## config.mk

```make
export PLATFORM = sky130hd
export DESIGN_NAME = dma_burst_controller
export DESIGN_NICKNAME = d
export VERILOG_FILES = /design/src/rtl/dma_pkg.sv /design/src/rtl/dma_burst_controller.sv
export SDC_FILE = /design/constraint.sdc
export NUM_CORES = 1
export LEC_CHECK = 0
export CORE_ASPECT_RATIO = 1.5
export CORE_UTILIZATION = 47
export DETAILED_ROUTE_END_ITERATION = 12
export GPL_ROUTABILITY_DRIVEN = 0
export PLACE_DENSITY = 0.81
export SLEW_MARGIN = 10
export SYNTH_ARGS = -nofsm -noshare
export SYNTH_HDL_FRONTEND = slang
export SYNTH_SLANG_ARGS = --single-unit
```

## constraint.sdc

```tcl
create_clock -name clk -period 3.1 [get_ports clk]
set_input_delay 0.465 -clock clk [delete_from_list [all_inputs] [get_ports clk]]
set_output_delay 0.465 -clock clk [all_outputs]
set_load 0.02 [all_outputs]
```

## src/rtl/dma_pkg.sv

```systemverilog
// ----------------------------------------------------------------------------
// dma_pkg
//   Shared definitions for the burst DMA address/sequencing engine:
//   the controller state encoding and the bytes-per-beat helper used to
//   advance source and destination addresses.
// ----------------------------------------------------------------------------
package dma_pkg;

    localparam int unsigned BITS_PER_BYTE = 8;

    typedef enum logic [1:0] {
        IDLE  = 2'd0,
        READ  = 2'd1,
        WRITE = 2'd2,
        DONE  = 2'd3
    } dma_state_e;

    // Address step for one beat of the given width.
    function automatic int unsigned beat_bytes(input int unsigned data_width);
        return data_width / BITS_PER_BYTE;
    endfunction

endpackage

```

## src/rtl/dma_burst_controller.sv

```systemverilog
// ----------------------------------------------------------------------------
// dma_burst_controller
//   Single-channel memory-to-memory burst DMA sequencer. An accepted start
//   latches the source/destination addresses and beat count, then for each
//   beat issues one read strobe at the source address followed by one write
//   strobe at the destination address. Both addresses advance by one beat
//   (DATA_WIDTH/8 bytes) after each write. All outputs are registered.
//
// Ports
//   clk            : clock, rising edge
//   rst_n          : asynchronous active-low reset
//   start          : start request, honoured only in IDLE or DONE
//   src_addr       : first source byte address
//   dst_addr       : first destination byte address
//   burst_len      : number of beats (0 completes immediately)
//   done           : transfer complete, held until the next accepted start
//   curr_src_addr  : source address of current beat / final address
//   curr_dst_addr  : destination address of current beat / final address
//   curr_burst_len : beats remaining
//   read_en        : read strobe for curr_src_addr
//   write_en       : write strobe for curr_dst_addr
//   align_err      : (DMA_ALIGN_CHECK_EN only) start rejected, unaligned address
//
// Configuration
//   DMA_ALIGN_CHECK_EN : when defined, unaligned start addresses complete the
//                        transfer at once with align_err set and no strobes.
// ----------------------------------------------------------------------------
module dma_burst_controller
    import dma_pkg::*;
#(
    parameter int unsigned DATA_WIDTH = 32,
    parameter int unsigned ADDR_WIDTH = 32,
    parameter int unsigned BURST_LEN  = 4
) (
    input  logic                  clk,
    input  logic                  rst_n,
    input  logic                  start,
    input  logic [ADDR_WIDTH-1:0] src_addr,
    input  logic [ADDR_WIDTH-1:0] dst_addr,
    input  logic [BURST_LEN-1:0]  burst_len,
    output logic                  done,
    output logic [ADDR_WIDTH-1:0] curr_src_addr,
    output logic [ADDR_WIDTH-1:0] curr_dst_addr,
    output logic [BURST_LEN-1:0]  curr_burst_len,
    output logic                  read_en,
    output logic                  write_en
`ifdef DMA_ALIGN_CHECK_EN
    ,
    output logic                  align_err
`endif
);

    localparam int unsigned BPB = beat_bytes(DATA_WIDTH);
    localparam logic [ADDR_WIDTH-1:0] ADDR_STEP = ADDR_WIDTH'(BPB);

    dma_state_e            state_q, state_d;
    logic [ADDR_WIDTH-1:0] src_q, src_d;
    logic [ADDR_WIDTH-1:0] dst_q, dst_d;
    logic [BURST_LEN-1:0]  len_q, len_d;
    logic                  done_q, done_d;
    logic                  read_q, read_d;
    logic                  write_q, write_d;

`ifdef DMA_ALIGN_CHECK_EN
    logic align_q, align_d;
    logic misaligned;

    assign misaligned = ((src_addr % ADDR_STEP) != '0) || ((dst_addr % ADDR_STEP) != '0);
`endif

    // State and output registers; reset clears everything so strobes drop
    // the moment rst_n falls.
    always_ff @(posedge clk or negedge rst_n) begin
        if (!rst_n) begin
            state_q <= IDLE;
            src_q   <= '0;
            dst_q   <= '0;
            len_q   <= '0;
            done_q  <= 1'b0;
            read_q  <= 1'b0;
            write_q <= 1'b0;
`ifdef DMA_ALIGN_CHECK_EN
            align_q <= 1'b0;
`endif
        end else begin
            state_q <= state_d;
            src_q   <= src_d;
            dst_q   <= dst_d;
            len_q   <= len_d;
            done_q  <= done_d;
            read_q  <= read_d;
            write_q <= write_d;
`ifdef DMA_ALIGN_CHECK_EN
            align_q <= align_d;
`endif
        end
    end

    // Next-state logic. Strobes are computed for the state being entered so
    // that the registered read_en/write_en line up with READ/WRITE exactly.
    always_comb begin
        state_d = state_q;
        src_d   = src_q;
        dst_d   = dst_q;
        len_d   = len_q;
        done_d  = done_q;
        read_d  = 1'b0;
        write_d = 1'b0;
`ifdef DMA_ALIGN_CHECK_EN
        align_d = align_q;
`endif

        case (state_q)
            IDLE, DONE: begin
                if (start) begin
                    src_d  = src_addr;
                    dst_d  = dst_addr;
                    len_d  = burst_len;
                    done_d = 1'b0;
`ifdef DMA_ALIGN_CHECK_EN
                    align_d = 1'b0;
                    if (misaligned) begin
                        state_d = DONE;
                        done_d  = 1'b1;
                        align_d = 1'b1;
                    end else
`endif
                    if (burst_len == '0) begin
                        state_d = DONE;
                        done_d  = 1'b1;
                    end else begin
                        state_d = READ;
                        read_d  = 1'b1;
                    end
                end
            end

            READ: begin
                state_d = WRITE;
                write_d = 1'b1;
            end

            WRITE: begin
                src_d = src_q + ADDR_STEP;
                dst_d = dst_q + ADDR_STEP;
                len_d = len_q - BURST_LEN'(1);
                // The beat just written was the last one when one remained.
                if (len_q == BURST_LEN'(1)) begin
                    state_d = DONE;
                    done_d  = 1'b1;
                end else begin
                    state_d = READ;
                    read_d  = 1'b1;
                end
            end

            default: begin
                state_d = IDLE;
            end
        endcase
    end

    assign done           = done_q;
    assign curr_src_addr  = src_q;
    assign curr_dst_addr  = dst_q;
    assign curr_burst_len = len_q;
    assign read_en        = read_q;
    assign write_en       = write_q;
`ifdef DMA_ALIGN_CHECK_EN
    assign align_err      = align_q;
`endif

endmodule

```

# --- Word level (Yosys, flattened, before mapping) ---
# Cells that the tools add are included.
word_totals:
  reg_bits: 73
  word_cells: 41
  in_bits: 71
  out_inout_bits: 71
op_classes:
  n_mux: 19
  n_addsub: 3
  n_eq_ne: 6
  n_reduce_logical: 6
op_table:
  columns: ["op", "n"]
  rows:
  - ["$pmux 32 s2", 2]
  - ["$add 32x3->32 const B", 2]
  - ["$mux 32", 2]
  - ["$pmux 4 s2", 1]
  - ["$mux 1", 7]
  - ["$mux 2", 3]
  - ["$pmux 2 s3", 1]
  - ["$eq 2x2->1 const B", 2]
  - ["$eq 4x1->1 const B", 1]
  - ["$logic_not 4->1", 1]
  - ["$mux 4", 1]
  - ["$ne 2x2->1 const B", 2]
  - ["$pmux 1 s2", 2]
  - ["$sub 4x1->4 const B", 1]
  - ["$reduce_and 3->1", 1]
  - ["$eq 2x1->1 const B", 1]
  - ["$logic_not 2->1", 1]
  - ["$reduce_and 2->1", 1]
  - ["$reduce_bool 2->1", 1]
  - ["$reduce_or 2->1", 1]

# --- Depth between registers and ports, before layout ---
# Gate-level depths: netlist of run 1.
logic_depth:
  ltp_word: 4
  mapped_depth: 9
  ltp_nobuf: 7

# --- Worst setup path after synthesis of run 1 ---
# No wires, ideal clock.
synth_timing:
  path_type: "reg-to-reg"
  start: "register dst_q[2] (netlist: curr_dst_addr[2])"
  end: "register dst_q[28] (netlist: curr_dst_addr[28])"
  arrival_ps: 2183
  setup_slack_ps: 791
  path_stages_with_launch: 8
  n_path_buf: 1
  required_ps: 2974
  setup_ps: 126
  synth_period_minus_slack_ps: 2309
  path_cell_list: "dfrtp_1 ha_1 nand3_2 or4_4 buf_6 nor4_4 mux2i_1 a221o_1"
synth_via:
  elab_chain_len: 2
synth_rtl:
  columns: ["item", "line", "text"]
  rows:
  - ["start, declared", "dma_burst_controller.sv:58", "logic [ADDR_WIDTH-1:0] dst_q, dst_d;"]
  - ["start signal, assigned", "dma_burst_controller.sv:88", "dst_q <= dst_d;"]
  - ["$add 32x3->32", "dma_burst_controller.sv:145", "dst_d = dst_q + ADDR_STEP;"]
  - ["$pmux 32 s2", "dma_burst_controller.sv:113", "case (state_q)"]
# Every way passes these cells.
# A chain may end at the register's enable or synchronous reset.

# --- Worst setup path in the final report of run 1 ---
# Ends and elaborated chain as after synthesis.

==> results of run 1 <==
-- metal layers --
| metal | GRT usage | wire length [um] | vias up |
|---|---|---|---|
| met3 | 0.04684 | 952 | 71 |
| met4 | 0.1930 | 804 | 0 |
| met2 | 0.5046 | 7348 | 262 |
| li1 | - | - | 2337 |
| met1 | 0.3253 | 5149 | 2348 |
| met5 | 0 | 0 | - |
-- through the flow --
stage | util | hold slack [ns]
after global placement | 0.6533 | 0.4667
final | 0.6829 | 0.2661
after detailed placement | 0.6533 | 0.4717
after global routing | 0.6829 | 0.3457
after CTS | 0.6829 | 0.3099
after floorplan | - | 0.1694
-- registers in the layout, indices dropped and copies added, names as in the netlist --
name            flops
curr_dst_addr      32
curr_src_addr      32
curr_burst_len      4
state_q             2
done                1
read_en             1
write_en            1
-- worst paths after layout --
check                                                end  cells past startpoint
max                        curr_dst_addr[28]$_DFFE_PN0P_                      6
min reg2reg                 curr_dst_addr[0]$_DFFE_PN0P_                      2
min                         curr_dst_addr[1]$_DFFE_PN0P_                      1
max reg2reg                curr_dst_addr[28]$_DFFE_PN0P_                      6
min in group clk            curr_dst_addr[0]$_DFFE_PN0P_                      2
max in group asynchronous  curr_dst_addr[18]$_DFFE_PN0P_                      1
-- critical path, stage by stage (launching register included) --
cell	delay [ns]
sky130_fd_sc_hd__dfrtp_1	0.44
sky130_fd_sc_hd__ha_1	0.26
sky130_fd_sc_hd__nand3_2	0.19
sky130_fd_sc_hd__or4_4	0.66
sky130_fd_sc_hd__nor4_4	0.31
sky130_fd_sc_hd__mux2i_1	0.10
sky130_fd_sc_hd__a221o_1	0.26
-- power by group --
group / internal, mW / switching (mW)
Clock: 0.582 / 0.391
Combinational: 1.96 / 2.44
Sequential: 1.46 / 0.723
-- synth_stat cells (all sizes together) (2+ instances only) --
| cell type | instances | share of area |
|---|---|---|
| a21oi | 56 | 0.061 |
| a221oi | 2 | 0.0038 |
| a22oi | 5 | 0.0082 |
| a2bb2oi | 12 | 0.023 |
| a311oi | 4 | 0.0077 |
| a31o | 2 | 0.0038 |
| a41oi | 2 | 0.0038 |
| and2 | 2 | 0.0027 |
| and3 | 14 | 0.019 |
| and4 | 6 | 0.012 |
| buf | 8 | 0.013 |
| clkbuf | 22 | 0.020 |
| dfrtp | 73 | 0.40 |
| ha | 7 | 0.019 |
| inv | 10 | 0.0082 |
| mux2i | 21 | 0.046 |
| nand2 | 75 | 0.062 |
| nand2b | 6 | 0.0082 |
| nand3 | 44 | 0.051 |
| nand4 | 14 | 0.019 |
| nor2 | 46 | 0.038 |
| nor3 | 22 | 0.025 |
| nor4 | 6 | 0.012 |
| o211ai | 2 | 0.0033 |
| o21ai | 35 | 0.038 |
| o221ai | 2 | 0.0038 |
| o22a | 3 | 0.0058 |
| o22ai | 31 | 0.043 |
| or2 | 2 | 0.0027 |
| or3 | 2 | 0.0030 |
| or4 | 4 | 0.0074 |
-- cells by family (layout without fill, tap and decap cells) --
group | count (synthesis) | after routing
simple gates | 246 | 246
flops | 73 | 73
mux | 22 | 22
buf+inv | 41 | 181
fa+ha+maj | 7 | 7
compound gates | 164 | 164
-- area by class of cell --
type | count | area (um2) | share of cell area
Clock inverter | 3 | 15.01 | 0.002362
Clock buffer | 13 | 260.3 | 0.04094
Timing Repair Buffer | 154 | 1531 | 0.2409
Sequential cell | 73 | 1827 | 0.2874
Inverter | 11 | 41.29 | 0.006496
Multi-Input combinational cell | 439 | 2541 | 0.3998
Tap cell | 112 | 140.1 | 0.02205
==> report_table.html, run 1 <==
<table>
<tr><th>Metric</th><th>Value</th></tr>
<tr><th colspan="2">Detailed routing</th></tr>
<tr><td>Routed len/inst</td><td>17.71 um</td></tr>
<tr><td>Final routed DRC violation total</td><td>0</td></tr>
<tr><td>Vias per std cell</td><td>6.234</td></tr>
<tr><td>Post-route ant nets</td><td>0</td></tr>
<tr><td>Iter 0 DRT Violations</td><td>414</td></tr>
<tr><td>Overall routed net length</td><td>14250 um</td></tr>
<tr><td>Total number of vias</td><td>5018</td></tr>
<tr><td>Detailed-router iteration count before antenna repair</td><td>5</td></tr>
<tr><th colspan="2">Cells and area</th></tr>
<tr><td>Share of cells above drive strength 1</td><td>0.06494</td></tr>
<tr><td>Layout Cells excl Fill</td><td>a little over 800</td></tr>
<tr><td>Filler Cell Count</td><td>772</td></tr>
<tr><td>Most common cell after layout, fill and taps aside</td><td>sky130_fd_sc_hd__clkdlybuf4s50_1</td></tr>
<tr><td>Count of inserted antenna diode cells</td><td>0</td></tr>
<tr><td>Growth of design area from synthesis to finish</td><td>39.45%</td></tr>
<tr><td>Post-route cell area</td><td>approximately 6400 um2</td></tr>
<tr><td>Commonest cells after routing, fill and taps aside</td><td>sky130_fd_sc_hd__clkdlybuf4s50_1 (140), sky130_fd_sc_hd__nand2_1 (75), sky130_fd_sc_hd__dfrtp_1 (73)</td></tr>
<tr><td>Nets</td><td>between 700 and 800</td></tr>
<tr><th colspan="2">Synth</th></tr>
<tr><td>Share of synthesized flip-flops with an asynchronous set or reset</td><td>1.000</td></tr>
<tr><td>Adder-cell share of the synthesized area</td><td>0.01921</td></tr>
<tr><td>Register area share after synthesis</td><td>0.4008</td></tr>
<tr><td>Number of nets in the synthesized netlist</td><td>631</td></tr>
<tr><td>Count of yosys warnings during synthesis</td><td>0</td></tr>
<tr><td>Number of distinct standard cells referenced by the synthesized netlist</td><td>54</td></tr>
<tr><td>Number of cells produced by synthesis</td><td>553</td></tr>
<tr><td>Synthesized-area fraction occupied by xor and xnor cells</td><td>0</td></tr>
<tr><td>Synthesized-area fraction occupied by ao, oa, aoi and oai cells</td><td>0.2212</td></tr>
<tr><td>Synthesized-area fraction occupied by and/or/nand/nor cells</td><td>0.2676</td></tr>
<tr><td>Count of state elements after synthesis</td><td>73</td></tr>
<tr><td>Prevailing post-synth register cell</td><td>sky130_fd_sc_hd__dfrtp_1</td></tr>
<tr><td>Multiplexer share of the synthesized area</td><td>0.04859</td></tr>
<tr><td>Main combinational cell family by area after synthesis</td><td>simple AND/OR/NAND/NOR gates</td></tr>
<tr><td>Synthesized area per cell</td><td>8.243 um2</td></tr>
<tr><td>Summed instance area of the synthesized netlist</td><td>4558 um2</td></tr>
<tr><td>Count of flip-flops with a built-in enable after synthesis</td><td>0</td></tr>
<tr><th colspan="2">Floorplanning</th></tr>
<tr><td>Horizontal extent of the die</td><td>82.41 um</td></tr>
<tr><td># IOs</td><td>142</td></tr>
<tr><td>Height of the chip</td><td>122.6 um</td></tr>
<tr><td>Placeable core region</td><td>approximately 9300 um2</td></tr>
<tr><td>Number of standard-cell rows in the floorplan</td><td>43</td></tr>
<tr><td>Initial Utilization</td><td>0.4897</td></tr>
<tr><td>Overall die area</td><td>between 10000 and 15000 um2</td></tr>
<tr><th colspan="2">Timing</th></tr>
<tr><td>Layout Skew</td><td>0.005266 ns</td></tr>
<tr><td>Tightest slew margin relative to the limit</td><td>0.3771</td></tr>
<tr><td>Final hold viol count</td><td>0</td></tr>
<tr><td>Minimum clock period after layout</td><td>approximately 2.3 ns</td></tr>
<tr><td>Total negative slack</td><td>0 ns</td></tr>
<tr><td>Post-route fraction of the period consumed by the critical path</td><td>0.7573</td></tr>
<tr><td>Slew of the pin with the lowest slew margin</td><td>0.9344 ns</td></tr>
<tr><td>Final Max Tran Viols</td><td>0</td></tr>
<tr><td>Final WS setup</td><td>0.7524 ns</td></tr>
<tr><td>Maximum clock frequency</td><td>0.4260 GHz</td></tr>
<tr><td>Final setup fails</td><td>0</td></tr>
<tr><td>Setup repair after global routing missed its margin</td><td>false</td></tr>
<tr><th colspan="2">Global route</th></tr>
<tr><td>Maximum number of pins on one net before global-route repair</td><td>between 70 and 80</td></tr>
<tr><td>Number of global-route vias before repair</td><td>4895</td></tr>
<tr><td>Number of antenna violations at the first check in global routing</td><td>0</td></tr>
<tr><td>First-pass GRT wire length</td><td>22480 um</td></tr>
<tr><td>GRT Total Usage</td><td>0.2934</td></tr>
<tr><td>GRT Residual Overflow</td><td>0</td></tr>
<tr><th colspan="2">Min path</th></tr>
<tr><td>Min-delay worst type</td><td>in -&gt; async</td></tr>
<tr><th colspan="2">Power and ir drop</th></tr>
<tr><td>Power per Cell Area</td><td>1188 nW/um2</td></tr>
<tr><td>Total power consumption of the routed design</td><td>7.550 mW</td></tr>
<tr><td>Highest ir drop seen on vdd</td><td>625.8 uV</td></tr>
<tr><td>Reported leakage power</td><td>2.536 nW</td></tr>
<tr><th colspan="2">Critical path</th></tr>
<tr><td>Worst path required time</td><td>3.32 ns</td></tr>
<tr><td>Beginning of the critical path</td><td>curr_dst_addr[2]$_DFFE_PN0P_</td></tr>
<tr><td>Critical Path Fanout Max</td><td>7</td></tr>
<tr><td>Data arrival time of the worst path</td><td>between 2 and 3 ns</td></tr>
<tr><td>Worst reg2reg startpoint</td><td>curr_dst_addr[2]$_DFFE_PN0P_</td></tr>
<tr><td>Reg-to-reg slack, setup</td><td>0.75 ns</td></tr>
<tr><td>Critical setup path kind</td><td>reg -&gt; reg</td></tr>
<tr><td>Critical Path Source Type</td><td>flip-flop</td></tr>
<tr><td>Kind of end point of the critical path</td><td>flip-flop</td></tr>
<tr><th colspan="2">Clocking</th></tr>
<tr><td>Total clock sinks</td><td>73</td></tr>
<tr><td>Cell at the root of the clock tree</td><td>sky130_fd_sc_hd__clkbuf_16</td></tr>
<tr><td>Hold-fix buffers, CTS</td><td>0</td></tr>
<tr><td>Register clock-pin slew on the reported worst setup and hold paths</td><td>0.06 ns</td></tr>
<tr><td>Post-CTS Setup Bufs</td><td>0</td></tr>
<tr><td>Buffer depth of the longest clock path</td><td>2</td></tr>
<tr><td># resized after CTS</td><td>0</td></tr>
<tr><td>Maximum level of the CTS H-tree</td><td>3</td></tr>
<tr><td>Inserted Clock Buffers</td><td>9</td></tr>
<tr><td>Later-pin clock latency in the skew report</td><td>0.34 ns</td></tr>
<tr><td>CTS tree</td><td>done</td></tr>
<tr><th colspan="2">Place</th></tr>
<tr><td>Detailed Place HPWL</td><td>between 10000 and 15000 um</td></tr>
<tr><td>Placed Area</td><td>~6100 um2</td></tr>
<tr><td>Port Buffers</td><td>141</td></tr>
<tr><td>Setup slack after placement</td><td>0.5313 ns</td></tr>
<tr><td>Total instance count after detailed placement</td><td>789</td></tr>
<tr><th colspan="2">Flow run</th></tr>
<tr><td>Max-capacitance violation count</td><td>0</td></tr>
<tr><th colspan="2">Status</th></tr>
<tr><td>Run status</td><td>completed</td></tr>
</table>
No activity file was read; power rests on OpenSTA's default activity.
==> run 2, diff against run 1 <==
Settings changed: CORE_UTILIZATION 47 to 43, PLACE_DENSITY 0.81 to 0.78.
Clock period 3.1 ns to 2 ns, I/O delays scaled along.
==> report_table.html, run 2 (synthesized netlist as in run 1, its figures left out) <==
<table>
<tr><th>Metric</th><th>Value</th></tr>
<tr><th colspan="2">Timing</th></tr>
<tr><td>Final WS setup</td><td>0.07650 ns</td></tr>
<tr><td>Total negative slack</td><td>0 ns</td></tr>
<tr><td>Tightest slew margin relative to the limit</td><td>0.6340</td></tr>
<tr><td>Maximum clock frequency</td><td>roughly 0.52 GHz</td></tr>
<tr><td>Final hold viol count</td><td>0</td></tr>
<tr><td>Post-route fraction of the period consumed by the critical path</td><td>0.9617</td></tr>
<tr><td>Slew of the pin with the lowest slew margin</td><td>between 0.5 and 0.6 ns</td></tr>
<tr><td>Layout Skew</td><td>0.009939 ns</td></tr>
<tr><td>Final Max Tran Viols</td><td>0</td></tr>
<tr><td>Final setup fails</td><td>0</td></tr>
<tr><td>Setup repair after global routing missed its margin</td><td>false</td></tr>
<tr><td>Minimum clock period after layout</td><td>1.923 ns</td></tr>
<tr><th colspan="2">Cells and area</th></tr>
<tr><td>Growth of design area from synthesis to finish</td><td>49.99%</td></tr>
<tr><td>Commonest cells after routing, fill and taps aside</td><td>sky130_fd_sc_hd__clkdlybuf4s50_1 (140), sky130_fd_sc_hd__nand2_1 (74), sky130_fd_sc_hd__dfrtp_1 (64)</td></tr>
<tr><td>Post-route cell area</td><td>6837 um2</td></tr>
<tr><td>Most common cell after layout, fill and taps aside</td><td>sky130_fd_sc_hd__clkdlybuf4s50_1</td></tr>
<tr><td>Filler Cell Count</td><td>847</td></tr>
<tr><td>Nets</td><td>815</td></tr>
<tr><td>Share of cells above drive strength 1</td><td>0.1442</td></tr>
<tr><th colspan="2">Global route</th></tr>
<tr><td>GRT Residual Overflow</td><td>0</td></tr>
<tr><td>Number of antenna violations at the first check in global routing</td><td>1</td></tr>
<tr><td>Maximum number of pins on one net before global-route repair</td><td>71</td></tr>
<tr><td>Number of global-route vias before repair</td><td>5129</td></tr>
<tr><td>GRT Total Usage</td><td>0.2865</td></tr>
<tr><td>First-pass GRT wire length</td><td>24590 um</td></tr>
<tr><th colspan="2">Place</th></tr>
<tr><td>Port Buffers</td><td>141</td></tr>
<tr><td>Setup slack after placement</td><td>-0.1759 ns</td></tr>
<tr><td>Placed Area</td><td>between 6000 and 7000 um2</td></tr>
<tr><td>Detailed Place HPWL</td><td>11280 um</td></tr>
<tr><th colspan="2">Floorplanning</th></tr>
<tr><td>Placeable core region</td><td>~10000 um2</td></tr>
<tr><td>Horizontal extent of the die</td><td>roughly 86 um</td></tr>
<tr><td># IOs</td><td>between 100 and 150</td></tr>
<tr><td>Number of standard-cell rows in the floorplan</td><td>45</td></tr>
<tr><td>Initial Utilization</td><td>0.4473</td></tr>
<tr><td>Height of the chip</td><td>roughly 130 um</td></tr>
<tr><td>Overall die area</td><td>about 11000 um2</td></tr>
<tr><th colspan="2">Critical path</th></tr>
<tr><td>Critical setup path kind</td><td>reg -&gt; reg</td></tr>
<tr><td>Number of cells on the worst reg-to-reg path</td><td>7</td></tr>
<tr><td>Worst path required time</td><td>2.22 ns</td></tr>
<tr><td>Kind of end point of the critical path</td><td>flip-flop</td></tr>
<tr><td>Critical Path Source Type</td><td>flip-flop</td></tr>
<tr><td>Data arrival time of the worst path</td><td>about 2.1 ns</td></tr>
<tr><td>Critical Path Fanout Max</td><td>14</td></tr>
<tr><th colspan="2">Detailed routing</th></tr>
<tr><td>Post-route ant nets</td><td>0</td></tr>
<tr><td>Detailed-router iteration count before antenna repair</td><td>5</td></tr>
<tr><td>Iter 0 DRT Violations</td><td>around 480</td></tr>
<tr><td>Final routed DRC violation total</td><td>0</td></tr>
<tr><td>Routed len/inst</td><td>17.50 um</td></tr>
<tr><td>Total number of vias</td><td>between 5000 and 6000</td></tr>
<tr><td>Vias per std cell</td><td>5.960</td></tr>
<tr><td>Overall routed net length</td><td>between 15000 and 20000 um</td></tr>
<tr><th colspan="2">Clocking</th></tr>
<tr><td>CTS tree</td><td>done</td></tr>
<tr><td>Inserted Clock Buffers</td><td>9</td></tr>
<tr><td>Buffer depth of the longest clock path</td><td>2</td></tr>
<tr><td>Total clock sinks</td><td>73</td></tr>
<tr><td>Maximum level of the CTS H-tree</td><td>3</td></tr>
<tr><td>Later-pin clock latency in the skew report</td><td>0.34 ns</td></tr>
<tr><td>Cell at the root of the clock tree</td><td>sky130_fd_sc_hd__clkbuf_16</td></tr>
<tr><td>Register clock-pin slew on the reported worst setup and hold paths</td><td>0.06 ns</td></tr>
<tr><td>Post-CTS Setup Bufs</td><td>0</td></tr>
<tr><th colspan="2">Power and ir drop</th></tr>
<tr><td>Highest ir drop seen on vdd</td><td>just over 1000 uV</td></tr>
<tr><td>Reported leakage power</td><td>between 2 and 3 nW</td></tr>
<tr><td>Power per Cell Area</td><td>1865 nW/um2</td></tr>
<tr><th colspan="2">Status</th></tr>
<tr><td>Run status</td><td>completed</td></tr>
<tr><th colspan="2">Flow run</th></tr>
<tr><td>Max-capacitance violation count</td><td>0</td></tr>
<tr><th colspan="2">Min path</th></tr>
<tr><td>Min-delay worst type</td><td>in -&gt; async</td></tr>
</table>
==> run 2: critical path, stage by stage (launching register included) <==
cell and delay, ns:
sky130_fd_sc_hd__dfrtp_1 0.38, sky130_fd_sc_hd__inv_1 0.07, sky130_fd_sc_hd__ha_2 0.29, sky130_fd_sc_hd__clkinv_1 0.19, sky130_fd_sc_hd__nand3_1 0.26, sky130_fd_sc_hd__buf_4 0.31
sky130_fd_sc_hd__mux2i_1 0.21, sky130_fd_sc_hd__mux2i_1 0.09
==> run 2: path summary, 6_finish.rpt <==
| path | start | endpoint | slack (ns) |
|---|---|---|---|
| setup / recovery | state_q[0]$_DFFE_PN0P_ | curr_src_addr[27]$_DFFE_PN0P_ | 0.08 |
| max in group asynchronous | rst_n | curr_src_addr[25]$_DFFE_PN0P_ | 0.84 |
| hold reg to reg | curr_src_addr[1]$_DFFE_PN0P_ | curr_src_addr[1]$_DFFE_PN0P_ | 0.48 |
| hold / removal | rst_n | curr_dst_addr[25]$_DFFE_PN0P_ | 0.44 |
| min in group clk | curr_src_addr[1]$_DFFE_PN0P_ | curr_src_addr[1]$_DFFE_PN0P_ | 0.48 |
| setup reg to reg | state_q[0]$_DFFE_PN0P_ | curr_src_addr[27]$_DFFE_PN0P_ | 0.08 |
==> run 2: stage by stage <==
stage / util / total power [mW] / cells / hold slack [ns]
finish: 0.6708 / 12.75 / 884 / 0.4430
global route: 0.6708 / 13.56 / 884 / 0.4858
CTS: 0.6689 / 12.65 / 883 / 0.4632
detailed placement: 0.6409 / 11.07 / 866 / 0.2808
global placement: 0.6409 / 10.80 / 866 / 0.2732
floorplan: - / 7.434 / 553 / 0.004409
==> run 2: per-layer routing <==
layer,GRT usage,up-vias,wire [um]
li1,-,2443,-
met1,0.3228,2475,5659
met2,0.5061,295,8001
met3,0.05023,56,1121
met4,0.1578,0,686
met5,0,-,0
==> run 2: cell type report <==
| cell class | instances | area [um2] | area share |
|---|---|---|---|
| tap | 141 | 176.4 | 0.02581 |
| multi-input combinational | 439 | 2584 | 0.3779 |
| clock buffer | 13 | 250.2 | 0.03660 |
| inverter | 11 | 41.29 | 0.006040 |
| timing repair buffer | 203 | 1927 | 0.2818 |
| clock inverter | 3 | 17.52 | 0.002562 |
| antenna | 1 | 2.502 | 0.0003660 |
| sequential | 73 | 1838 | 0.2689 |
==> run 2: timing repair <==
action | CTS | global route
pin swaps | 0 | 0
gates resized for setup | 2 | 8
hold buffers | 1 | 0
hold endpoints to repair | 30 | 0
endpoints found under the setup margin | 2 | 8
==> run 2: where the power goes <==
| group | internal (mW) | switching [mW] |
|---|---|---|
| Combinational | 3.74 | 4.30 |
| Clock | 0.871 | 0.637 |
| Sequential | 2.28 | 0.931 |
| Total | 6.89 | 5.86 |
